`config.mk`:
```
export PLATFORM = sky130hd
export DESIGN_NAME = acl_master_txsched_flat
export DESIGN_NICKNAME = d
export VERILOG_FILES = /design/src/rtl/acl_master_txsched_if.sv /design/src/rtl/acl_master_txsched.sv /design/src/flat_wrapper.sv
export SDC_FILE = /design/constraint.sdc
export NUM_CORES = 1
export LEC_CHECK = 0
export CAP_MARGIN = 20
export CELL_PAD_IN_SITES_DETAIL_PLACEMENT = 0
export CELL_PAD_IN_SITES_GLOBAL_PLACEMENT = 2
export CORE_MARGIN = 2
export CORE_UTILIZATION = 39
export DETAILED_ROUTE_END_ITERATION = 8
export PLACE_DENSITY_LB_ADDON = 0.1
export SYNTH_ARGS = -nofsm -noshare
export SYNTH_HDL_FRONTEND = slang
export SYNTH_SLANG_ARGS = --single-unit
```
`constraint.sdc`:
```
create_clock -name clk_6M -period 8.9 [get_ports clk_6M]
set_input_delay 2.225 -clock clk_6M [delete_from_list [all_inputs] [get_ports clk_6M]]
set_output_delay 2.225 -clock clk_6M [all_outputs]
set_load 0.005 [all_outputs]
```
`src/rtl/acl_master_txsched_if.sv`:
```
// Slot-timing strobes and TX grant bus between the master ACL scheduler and
// the slot timer / packet encoder side.
interface acl_master_txsched_if;
    logic       ms_tslot_p;
    logic       ms_TXslot_endp;
    logic       ms_RXslot_endp;
    logic       esco_slot;
    logic [2:0] txpk_lt_addr;
    logic [3:0] txpktype;
    logic       sched_txcmd_p;
    logic       sched_busy;
    logic       sched_err_p;

    modport master (
        input  ms_tslot_p, ms_TXslot_endp, ms_RXslot_endp, esco_slot,
        output txpk_lt_addr, txpktype, sched_txcmd_p, sched_busy, sched_err_p
    );

    modport slave (
        output ms_tslot_p, ms_TXslot_endp, ms_RXslot_endp, esco_slot,
        input  txpk_lt_addr, txpktype, sched_txcmd_p, sched_busy, sched_err_p
    );
endinterface

```
`src/rtl/acl_master_txsched.sv`:
```
// Master-side ACL TX slot scheduler: picks LT_ADDR and packet type for each
// master TX slot using poll-interval, data/flow and pending-ACK priority classes.
module acl_master_txsched #(
    parameter int         NLINK     = 8,
    parameter int         PCNT_W    = 8,
    parameter logic [3:0] POLL_TYPE = 4'h1,
    parameter logic [3:0] NULL_TYPE = 4'h0
) (
    input  logic                  clk_6M,
    input  logic                  rstz,
    input  logic                  sched_en,
    input  logic [NLINK-1:0]      regi_link_active,
    input  logic [NLINK-1:0]      regi_txdatready,
    input  logic [3:0]            regi_packet_type,
    input  logic [PCNT_W-1:0]     regi_tpoll,
    input  logic [NLINK-1:0]      dec_flow,
    input  logic [NLINK-1:0]      txARQN,
    acl_master_txsched_if.master  slot_if
);

    localparam int AW = $clog2(NLINK);

    typedef enum logic [1:0] {
        S_IDLE,
        S_DECIDE,
        S_TX,
        S_WAITRX
    } state_t;

    state_t            state;
    logic [AW-1:0]     rr_ptr;
    logic [PCNT_W-1:0] pcnt [1:NLINK-1];

    logic [2:0]        lt_addr_q;
    logic [3:0]        pktype_q;
    logic              txcmd_q;
    logic              busy_q;
    logic              err_q;

    logic [NLINK-1:0]  p1, p2, p3, cls;
    logic              found;
    logic [AW-1:0]     win_idx;
    logic [AW-1:0]     rr_next;
    logic [3:0]        win_type;

    // Class masks and round-robin winner search starting at rr_ptr, wrapping past index 0.
    always_comb begin
        // NOTE: every always_comb output gets a default first so no path can infer a latch.
        p1      = '0;
        p2      = '0;
        p3      = '0;
        found   = 1'b0;
        win_idx = '0;
        for (int i = 1; i < NLINK; i++) begin
            if (regi_link_active[i]) begin
                p1[i] = (regi_tpoll != '0) && (pcnt[i] >= regi_tpoll);
                p2[i] = regi_txdatready[i] & dec_flow[i];
                p3[i] = txARQN[i];
            end
        end
        cls = (p1 != '0) ? p1 : ((p2 != '0) ? p2 : p3);
        for (int k = 0; k < NLINK - 1; k++) begin
            int c;
            c = int'(rr_ptr) + k;
            if (c > NLINK - 1) c = c - (NLINK - 1);
            if (!found && cls[c]) begin
                found   = 1'b1;
                win_idx = AW'(c);
            end
        end
        rr_next = (win_idx == AW'(NLINK - 1)) ? AW'(1) : win_idx + 1'b1;
        if (p2[win_idx])      win_type = regi_packet_type;
        else if (p1[win_idx]) win_type = POLL_TYPE;
        else                  win_type = NULL_TYPE;
    end

    always_ff @(posedge clk_6M or negedge rstz) begin
        if (!rstz) begin
            state     <= S_IDLE;
            rr_ptr    <= AW'(1);
            lt_addr_q <= '0;
            pktype_q  <= '0;
            txcmd_q   <= 1'b0;
            busy_q    <= 1'b0;
            err_q     <= 1'b0;
            // NOTE: the poll-counter array is small and must start from zero, so it is reset explicitly.
            for (int i = 1; i < NLINK; i++) pcnt[i] <= '0;
        end else begin
            // NOTE: non-blocking throughout; a later assignment to the same counter overrides the increment.
            txcmd_q <= 1'b0;
            err_q   <= 1'b0;

            if (slot_if.ms_tslot_p) begin
                for (int i = 1; i < NLINK; i++) begin
                    if (!regi_link_active[i])  pcnt[i] <= '0;
                    else if (pcnt[i] != '1)    pcnt[i] <= pcnt[i] + 1'b1;
                end
            end

            if (!sched_en) begin
                state     <= S_IDLE;
                busy_q    <= 1'b0;
                lt_addr_q <= '0;
                pktype_q  <= '0;
            end else begin
                unique case (state)
                    S_IDLE: begin
                        if (slot_if.ms_tslot_p && !slot_if.esco_slot) state <= S_DECIDE;
                    end
                    S_DECIDE: begin
                        if (slot_if.ms_tslot_p) err_q <= 1'b1;
                        if (found) begin
                            lt_addr_q     <= 3'(win_idx);
                            pktype_q      <= win_type;
                            txcmd_q       <= 1'b1;
                            busy_q        <= 1'b1;
                            rr_ptr        <= rr_next;
                            pcnt[win_idx] <= '0;
                            state         <= S_TX;
                        end else begin
                            state <= S_IDLE;
                        end
                    end
                    S_TX: begin
                        if (slot_if.ms_tslot_p)     err_q <= 1'b1;
                        if (slot_if.ms_TXslot_endp) state <= S_WAITRX;
                    end
                    S_WAITRX: begin
                        if (slot_if.ms_tslot_p) err_q <= 1'b1;
                        if (slot_if.ms_RXslot_endp) begin
                            state  <= S_IDLE;
                            busy_q <= 1'b0;
                        end
                    end
                    default: state <= S_IDLE;
                endcase
            end
        end
    end

    assign slot_if.txpk_lt_addr  = lt_addr_q;
    assign slot_if.txpktype      = pktype_q;
    assign slot_if.sched_txcmd_p = txcmd_q;
    assign slot_if.sched_busy    = busy_q;
    assign slot_if.sched_err_p   = err_q;

endmodule

```
`src/flat_wrapper.sv`:
```
// flat-port wrapper written by rule: the top's interface ports become plain ports
module acl_master_txsched_flat 
#(
    parameter int         NLINK     = 8,
    parameter int         PCNT_W    = 8,
    parameter logic [3:0] POLL_TYPE = 4'h1,
    parameter logic [3:0] NULL_TYPE = 4'h0
)
  (clk_6M, rstz, sched_en, regi_link_active, regi_txdatready, regi_packet_type, regi_tpoll, dec_flow, txARQN, slot_if_ms_tslot_p, slot_if_ms_TXslot_endp, slot_if_ms_RXslot_endp, slot_if_esco_slot, slot_if_txpk_lt_addr, slot_if_txpktype, slot_if_sched_txcmd_p, slot_if_sched_busy, slot_if_sched_err_p);
  acl_master_txsched_if slot_if_i ();
  input  logic clk_6M;
  input  logic rstz;
  input  logic sched_en;
  input  logic [NLINK-1:0] regi_link_active;
  input  logic [NLINK-1:0] regi_txdatready;
  input  logic [3:0] regi_packet_type;
  input  logic [PCNT_W-1:0] regi_tpoll;
  input  logic [NLINK-1:0] dec_flow;
  input  logic [NLINK-1:0] txARQN;
  input wire logic [$bits(slot_if_i.ms_tslot_p)-1:0] slot_if_ms_tslot_p;
  input wire logic [$bits(slot_if_i.ms_TXslot_endp)-1:0] slot_if_ms_TXslot_endp;
  input wire logic [$bits(slot_if_i.ms_RXslot_endp)-1:0] slot_if_ms_RXslot_endp;
  input wire logic [$bits(slot_if_i.esco_slot)-1:0] slot_if_esco_slot;
  output wire logic [$bits(slot_if_i.txpk_lt_addr)-1:0] slot_if_txpk_lt_addr;
  output wire logic [$bits(slot_if_i.txpktype)-1:0] slot_if_txpktype;
  output wire logic [$bits(slot_if_i.sched_txcmd_p)-1:0] slot_if_sched_txcmd_p;
  output wire logic [$bits(slot_if_i.sched_busy)-1:0] slot_if_sched_busy;
  output wire logic [$bits(slot_if_i.sched_err_p)-1:0] slot_if_sched_err_p;
  assign slot_if_i.ms_tslot_p = slot_if_ms_tslot_p;
  assign slot_if_i.ms_TXslot_endp = slot_if_ms_TXslot_endp;
  assign slot_if_i.ms_RXslot_endp = slot_if_ms_RXslot_endp;
  assign slot_if_i.esco_slot = slot_if_esco_slot;
  assign slot_if_txpk_lt_addr = slot_if_i.txpk_lt_addr;
  assign slot_if_txpktype = slot_if_i.txpktype;
  assign slot_if_sched_txcmd_p = slot_if_i.sched_txcmd_p;
  assign slot_if_sched_busy = slot_if_i.sched_busy;
  assign slot_if_sched_err_p = slot_if_i.sched_err_p;
  acl_master_txsched #(.NLINK(NLINK), .PCNT_W(PCNT_W), .POLL_TYPE(POLL_TYPE), .NULL_TYPE(NULL_TYPE)) u_core (.clk_6M(clk_6M), .rstz(rstz), .sched_en(sched_en), .regi_link_active(regi_link_active), .regi_txdatready(regi_txdatready), .regi_packet_type(regi_packet_type), .regi_tpoll(regi_tpoll), .dec_flow(dec_flow), .txARQN(txARQN), .slot_if(slot_if_i));
endmodule
```
Yosys cells after proc, flatten, opt, wreduce, memory -nomap -nowiden --
Cells that the tools add are included.
Storage, ports and cells: bits in registers 71, bits in latches 0, logic and storage cells 232, bits in read-only memories 0, bits in writable memories 0, memories 0
Cells by class: shift-type cells 0, add/sub/neg operators 21, reductions and logical operators 31, magnitude comparators 24, equality and inequality tests 18, bitwise operators 10, multiplexer cells 114, divide/modulo/power cells 0, multiply operators 0
Operators with widths (count):
- 32-bit by 5-bit < comparator with 1-bit output, second input constant | 7
- 32-bit two-way mux | 7
- 56-bit two-way mux | 4
- 32-bit by 4-bit > comparator with 1-bit output, second input constant | 6
- 32-bit by 4-bit subtractor with 32-bit output, second input constant | 6
- 8-bit two-way mux | 17
- 8-bit by 1-bit adder with 8-bit output, second input constant | 7
- 56-bit bitwise AND | 1
- 8-bit greater-or-equal comparator | 7
- 8-bit != test, second input constant | 7
- 56-bit inverter | 1
- 1-bit two-way mux | 54
- 3-bit two-way mux | 11
- 1-bit binary-select mux with 3-bit select | 9
- 8-bit demux with 3-bit select | 1
- 4-bit two-way mux | 4
- 1-bit logical AND | 15
- 7-bit nonzero test | 2
- 3-bit by 3-bit adder with 4-bit output, second input constant | 3
- 2-bit two-way mux | 5
- 3-bit AND reduction | 3
- 3-bit by 2-bit adder with 4-bit output, second input constant | 2
- 2-bit case mux with 4 select lines | 1
- 8-bit nonzero test | 1
- other kinds (21) | 37

Logic depth before layout (Yosys ltp) --
Gate-level depths: netlist of run 1.
word-level depth 37, depth in mapped cells 20, mapped depth without buffers 17

Worst setup path after synthesis of run 1 --
Ideal clock, no wire load.
path type input to register, start point in regi_tpoll[6], end point reg u_core.pktype_q[1] (netlist: u_core.slot_if.txpktype[1]), setup slack 2.354 ns, path buffers 1, stages on the path 18, data arrival time 6.469 ns, path through inv_1 -> ha_1 -> and3_1 -> a221o_1 -> and3_1 -> or2_4 -> nor4_4 -> a211oi_1 -> o32a_1 -> a211oi_1 -> mux2i_1 -> a221o_1 -> a32oi_2 -> buf_6 -> nor2_1 -> a32o_1 -> or4b_1 -> a21boi_1
On the way: cells in the longest elaborated chain, start to end 33, elaborated cells on any way between the ends 79
RTL lines:
- start, declared | line flat_wrapper.sv:17 | input logic [PCNT_W-1:0] regi_tpoll;
- 8-bit greater-or-equal comparator / 8-bit nonzero test (equally long branches) | line acl_master_txsched.sv:56 | p1[i] = (regi_tpoll != '0) && (pcnt[i] >= regi_tpoll);
- 1-bit logical AND | line acl_master_txsched.sv:56
- 1-bit two-way mux | line acl_master_txsched.sv:55 | if (regi_link_active[i]) begin
- 7-bit nonzero test | line acl_master_txsched.sv:61 | cls = (p1 != '0) ? p1 : ((p2 != '0) ? p2 : p3);
- 8-bit two-way mux (*) | line acl_master_txsched.sv:61
- 1-bit binary-select mux with 3-bit select | line acl_master_txsched.sv:66 | if (!found && cls[c]) begin
- 1-bit two-way mux (implied by the code) (2 in series) | line acl_master_txsched.sv:66
- 1-bit two-way mux | line acl_master_txsched.sv:66
- [16 not listed]
- 1-bit logical AND | line acl_master_txsched.sv:66
- 3-bit two-way mux | line acl_master_txsched.sv:66
- 1-bit binary-select mux with 3-bit select | line acl_master_txsched.sv:72 | if (p2[win_idx]) win_type = regi_packet_type;
- 1-bit two-way mux (implied by the code) | line acl_master_txsched.sv:72
- 4-bit two-way mux | line acl_master_txsched.sv:72
- 4-bit two-way mux | line acl_master_txsched.sv:112 | if (found) begin
- 4-bit two-way mux | line acl_master_txsched.sv:106 | unique case (state)
- 4-bit two-way mux | line acl_master_txsched.sv:100 | if (!sched_en) begin
- end signal, assigned | line acl_master_txsched.sv:114 | pktype_q <= win_type;
- end, declared | line acl_master_txsched.sv:35 | logic [3:0] pktype_q;
Mark *: on every way between the ends. The rest lies on a longest branch, timed or not. The select of a mux whose other input is x is not followed. A chain may end at the register's enable or synchronous reset.

Worst setup path in the final report of run 1 --
start point in regi_tpoll[1], end point reg u_core.pktype_q[3] (netlist: u_core.slot_if.txpktype[3])
Same word-level chain as after synthesis.

==> impl_metrics.yaml, run 1 <==
cts:
  cts_resized: 0
  cts_buffer_depth: 2
  cts.clk_slew.worst_paths_ns: 0.06
  cts_max_level: 3
  post-cts-setup-buffer-count: 0
  cts_buffers: 9
  clockRootBuffer: "clkbuf_16"
  hold_buffers: 0
  cts_tree: "done"
  clkSinkCount: 71
  clk_latency_ns: 0.35
synth:
  synth.distinct_cells: 83
  synth_top_area_share_pct: 25.5
  synth_area_leaders: "dfrtp_1 25%, ha_1 14%, nand2_1 4.7%"
  synth.most_common_cell: "nand2_1"
  ys_seq_elements: 71
  synth_edf_count: 0
  synth.cell_area_um2: 6880
  avgSynthCellArea_um2: 8.34
  synth_area_leader_cell: "dfrtp_1"
  synth_common_cells: "87 x nand2_1, 83 x nor2_1, 76 x ha_1"
  synthCells: 825
  async_reset_ff_share_pct: 100
  ys.flop_type: "dfrtp_1"
  synth_seq_area_share_pct: 25.9
  synth_nets: 952
  synth_warnings: 0
setup_path:
  worst_setup_path_end_kind: "register"
  crit_type: "input port to register"
  worst-path-stages: 18
  start_kind: "input port"
  crit_required_ns: 9.18
  slowest_delay_ns: 0.57
  reg2reg_depth: 18
  worst-path-buf-inv: 3
  critPathMaxFanout: 10
  cp_slowest_cell: "nor3_2"
  arrival_ns: 8.13
  cp_top_family: "compound AO/OA/AOI/OAI gates"
  crit_path_cell_trace: "clkdlybuf4s50_1 > inv_1 > ha_1 > a2111oi_0 > o32a_1 > nand3_1 > nor3_2 > buf_4 > a21oi_1 > a211oi_1 > a2bb2oi_2 > mux2i_1 > a221o_1 > a32oi_2 > nor2b_1 > a32o_1 > or4b_1 > a21boi_1"
global_route:
  grt_start_max_net_pins: 60
  grt_pass1_wl_um: 35300
  grt_pass1_vias: 6577
  grt_overflow: 0
  grt_usage_pct: 24.8
  antenna_found_initial: 0
routing:
  drc: 0
  m1WireLength_um: 10000
  viasPerCell: 6.00
  wl_per_cell_um: 20.0
  drt_iter0_drc: 458
  dr_wl_met2_um: 10700
  drtPass1Iterations: 5
  wl_met3_um: 800
  top_layer: "met4"
  vias: 6713
  ant_nets: 0
  routed_wl_um: 22400
finish:
  area_delta_synth_final_pct: 17.4
  num_antenna_cells: 0
  fin_nets: 1016
  layout-drive-gt1-share_pct: 6.60
floorplan:
  fp.coreArea_um2: 17300
  core.rowCount: 48
  start_util_pct: 39.8
  die_h_um: 137
  die_area_um2: 18700
  die_w_um: 137
  ios: 61
timing:
  final-hold-violation-count: 0
  fmaxAchievable_ghz: 0.127
  worstMarginPinSlew_ns: 0.836
  fin_tns_setup_ns: 0
  rsz0062_at_grt: "no"
  relSlewSlack_pct: 44.3
  drv_slew: 0
  min_period_ns: 7.86
  skew_ns: 0.00792
  worst_hold_slack_ns: 0.527
  finalCritPeriodShare_pct: 88.3
  setup_ws_ns: 1.04
  setup_viol: 0
power:
  ir_worst_vdd_mv: 0.249
  powerDensity_nw_per_um2: 372
  power_w: 0.00300
  p_leak_nw: 3.56
job:
  maxCapViolCount: 0
place:
  gp_congestion: 0.916
  place_ws_ns: 0.750
  portBuffers: 56
  dp_hpwl_um: 17200
hold_path:
  min_path_type: "register to register"
  whs_path_depth: 2
status:
  status: "completed"
==> routing by layer <==
metal / vias up / track usage, %
met2: 170 / 41.4
li1: 3215 / -
met3: 54 / 3.81
met5: - / 0
met4: 0 / 11.7
met1: 3274 / 31.5
==> worst paths after layout <==
path | from | end | slack [ns]
worst max register to register | u_core.pcnt[8] | u_core.slot_if.txpktype[3] | 3.10
worst min register to register | u_core.slot_if.txpktype[2] | u_core.slot_if.txpktype[2] | 0.53
worst max-delay path | regi_tpoll[1] | u_core.slot_if.txpktype[3] | 1.04
max in group asynchronous | rstz | u_core.pcnt[48] | 6.08
min in group asynchronous | rstz | u_core.state[0] | 1.73
worst min-delay path | u_core.slot_if.txpktype[2] | u_core.slot_if.txpktype[2] | 0.53
==> power breakdown <==
group	leakage [nW]	internal, W	switching, W
clock network	0.153	0.000248	0.000155
registers	0.959	0.000390	0.000105
logic	2.45	0.000849	0.00125
total	3.56	0.00149	0.00151
==> stage by stage <==
stage / util (%) / instances / instance area (µm²)
detailed placement: 44.8 / 1103 / 7750
CTS: 46.7 / 1119 / 8080
global placement: 44.8 / 1103 / 7750
floorplan: - / 825 / 6880
global route: 46.7 / 1119 / 8080
finish: 46.7 / 1119 / 8080
==> cell usage in the layout, fill, tap and decap left out, types with 19 or more instances in the layout <==
| cell type | n |
|---|---|
| nand2_1 | 87 |
| nor2_1 | 83 |
| ha_1 | 76 |
| dfrtp_1 | 70 |
| clkdlybuf4s50_1 | 55 |
| a21oi_1 | 39 |
| inv_1 | 38 |
| nand3_1 | 35 |
| and3_1 | 32 |
| o21ai_0 | 29 |
| xor2_1 | 27 |
| nand2b_1 | 20 |
| a211oi_1 | 20 |
| nand4_1 | 19 |
| buf_4 | 19 |
==> cells by family (layout without fill, tap and decap cells) <==
logic type / Yosys count / after routing / synth area share, %
DFF: 71 / 71 / 25.9
xor gates and xnor gates: 45 / 45 / 5.73
muxes: 13 / 13 / 1.91
adders and majority gates: 76 / 76 / 13.8
AOI/OAI and AO/OA: 216 / 216 / 23.3
buffers and inverters: 61 / 130 / 3.64
and+or+nand+nor: 343 / 343 / 25.7
==> state kept, by name, summed over array words and instances (netlist names) <==
signal / count
u_core.pcnt: 56
u_core.slot_if.txpktype: 4
u_core.rr_ptr: 3
u_core.slot_if.txpk_lt_addr: 3
u_core.state: 2
u_core.slot_if.sched_busy: 1
u_core.slot_if.sched_err_p: 1
u_core.slot_if.sched_txcmd_p: 1
==> worst min-delay path, stage by stage, from the launching register on <==
cell	delay [ns]
dfrtp_1	0.38
nand2_1	0.06
a21boi_1	0.05
==> final cells by class <==
type	instances	area, µm²
fillers	1675	9220
clock inverters	6	93.8
clock buffers	10	229
well taps	225	282
repair buffers	74	693
inverters	40	150
multi-input cells	693	4850
flip-flops and latches	71	1780
Power figures use the tool's default switching activity.
==> run 2, diff against run 1 <==
Settings changed: ABC_AREA from default to 1, CORE_UTILIZATION 39 to 36.
==> impl_metrics.yaml, run 2 <==
status:
  status: "completed"
cts:
  post-cts-setup-buffer-count: 0
  cts_tree: "done"
  cts.clk_slew.worst_paths_ns: 0.06
  hold_buffers: 0
  clockRootBuffer: "clkbuf_16"
  cts_resized: 0
  cts_max_level: 3
  clk_latency_ns: 0.35
  cts_buffer_depth: 2
  clkSinkCount: 71
  cts_buffers: 9
place:
  portBuffers: 56
  dp_hpwl_um: 16400
  gp_congestion: 0.832
global_route:
  grt_start_max_net_pins: 72
  grt_pass1_vias: 6667
  antenna_found_initial: 0
  grt_overflow: 0
  grt_usage_pct: 20.8
  grt_pass1_wl_um: 35400
finish:
  top_register: "u_core.pcnt"
  final_cell_mix: "254 x nand2_1, 140 x inv_1, 116 x nor2_1"
  layout-drive-gt1-share_pct: 10.5
  final_util_pct: 43.0
  area_delta_synth_final_pct: 16.5
  num_antenna_cells: 0
  fin_nets: 1251
  final_common_cell: "nand2_1"
  largest_reg_flops: 56
floorplan:
  ios: 61
  fp.coreArea_um2: 19600
  die_w_um: 146
  core.rowCount: 51
  die_h_um: 146
  die_area_um2: 21300
  start_util_pct: 36.9
synth:
  synth_seq_area_share_pct: 24.6
  synth_top_area_share_pct: 24.2
  synth.distinct_cells: 55
  synth_area_leader_cell: "dfrtp_1"
  synth.most_common_cell: "nand2_1"
  synth_area_leaders: "dfrtp_1 24%, nand2_1 13%, ha_1 13%"
  ys_seq_elements: 71
  synth.cell_area_um2: 7240
  synth_common_cells: "254 x nand2_1, 140 x inv_1, 116 x nor2_1"
  ys.flop_type: "dfrtp_1"
  synth_edf_count: 0
  synth_nets: 1189
  async_reset_ff_share_pct: 100
  avgSynthCellArea_um2: 6.81
  synth_warnings: 0
  synthCells: 1062
hold_path:
  min_path_type: "register to register"
setup_path:
  worst_setup_path_end_kind: "register"
  start_kind: "input port"
  arrival_ns: 6.53
  crit_type: "input port to register"
  crit_required_ns: 9.13
  critPathMaxFanout: 10
timing:
  drv_slew: 0
  finalCritPeriodShare_pct: 70.8
  setup_viol: 0
  rsz0062_at_grt: "no"
  final-hold-violation-count: 0
  worstMarginPinSlew_ns: 0.967
  fin_tns_setup_ns: 0
  min_period_ns: 6.30
  skew_ns: 0.00928
  fmaxAchievable_ghz: 0.159
  relSlewSlack_pct: 35.5
routing:
  drc: 0
  drt_iter0_drc: 354
  ant_nets: 0
  wl_per_cell_um: 15.4
  routed_wl_um: 21500
  viasPerCell: 5.01
  vias: 6980
  drtPass1Iterations: 4
power:
  p_leak_nw: 4.25
  powerDensity_nw_per_um2: 362
  ir_worst_vdd_mv: 0.301
job:
  maxCapViolCount: 0
run 2: cell count changes in the layout (fill, tap and decap cells not counted), moves of 20 or more:
cell / before / now
inv_1: 38 / 140
nand2_1: 87 / 254
inv_2: 0 / 22
nor2_1: 83 / 116
nand2b_1: 20 / 0
and3_1: 32 / 1
nand3_1: 35 / 90
run 2: path summary, 6_finish.rpt:
| check | from | depth (start not counted) | to | slack (ns) |
|---|---|---|---|---|
| max | regi_tpoll[0] | 27 | u_core.pcnt[5] | 2.60 |
| min | u_core.slot_if.txpktype[2] | 2 | u_core.slot_if.txpktype[2] | 0.48 |
| max reg2reg | u_core.rr_ptr[0] | 20 | u_core.pcnt[5] | 4.60 |
| min reg2reg | u_core.slot_if.txpktype[2] | 2 | u_core.slot_if.txpktype[2] | 0.48 |
| max in group asynchronous | rstz | 1 | u_core.slot_if.txpk_lt_addr[1] | 6.25 |
| min in group asynchronous | rstz | 1 | u_core.pcnt[16] | 2.03 |
run 2: cell families after synthesis:
kind of cell	after synthesis	synth area share (%)
xor+xnor	19	2.30
buf+inv	173	9.06
fa+ha+maj	76	13.1
compound gates	137	12.1
simple gates	586	38.9
flops	71	24.6
run 2: layout make-up:
cell class | count | area (µm²)
Multi-Input combinational cell | 818 | 4800
Inverter | 166 | 626
Sequential cell | 71 | 1780
Timing Repair Buffer | 58 | 573
Clock inverter | 5 | 63.8
Fill cell | 2153 | 11200
Clock buffer | 11 | 253
Tap cell | 265 | 332
run 2: per-stage QoR:
stage | worst slack (ns) | instance area [µm²] | cells | hold slack [ns] | total power (W)
2_1_floorplan | 3.76 | 7240 | 1062 | 0.473 | 0.00217
3_3_place_gp | 2.20 | 8110 | 1378 | 0.466 | 0.00268
3_5_place_dp | 2.20 | 8110 | 1378 | 0.464 | 0.00267
4_1_cts | 2.56 | 8430 | 1394 | 0.482 | 0.00308
5_1_grt | 2.18 | 8430 | 1394 | 0.523 | 0.00339
6_report | 2.60 | 8430 | 1394 | 0.477 | 0.00305
run 2: power breakdown:
group / internal, W / switching, W / leakage (nW) / total [W]
registers: 0.000391 / 0.0000894 / 0.955 / 0.000480
clock network: 0.000235 / 0.000163 / 0.153 / 0.000398
logic: 0.000722 / 0.00145 / 3.14 / 0.00217
run 2: worst max-delay path, stage by stage:
cell and delay, ns:
clkdlybuf4s50_1 0.73, ha_1 0.45, nand2_1 0.05, nor2_1 0.09
nor2_1 0.05, nand2_1 0.09, nand2_1 0.05, nand2_1 0.07
nand2_2 0.17, nand2_2 0.17, nor2_8 0.06, nand3_2 0.09
nand2_2 0.15, nand2_1 0.12, nand2_1 0.05, nor2_1 0.10
nand2_1 0.08, nand2_2 0.12, nand4_2 0.17, nor2_4 0.21
nand4_2 0.26, nand4_4 0.24, inv_2 0.10, nor2_8 0.13
inv_4 0.09, o22ai_4 0.32, nor2_2 0.06
run 2: layer usage:
metal	track usage, %	share of wire, %	up-vias
li1	-	-	3619
met1	29.8	51	3239
met2	33.3	44	104
met3	3.32	3.5	18
met4	4.07	0.92	0
met5	0	0	-
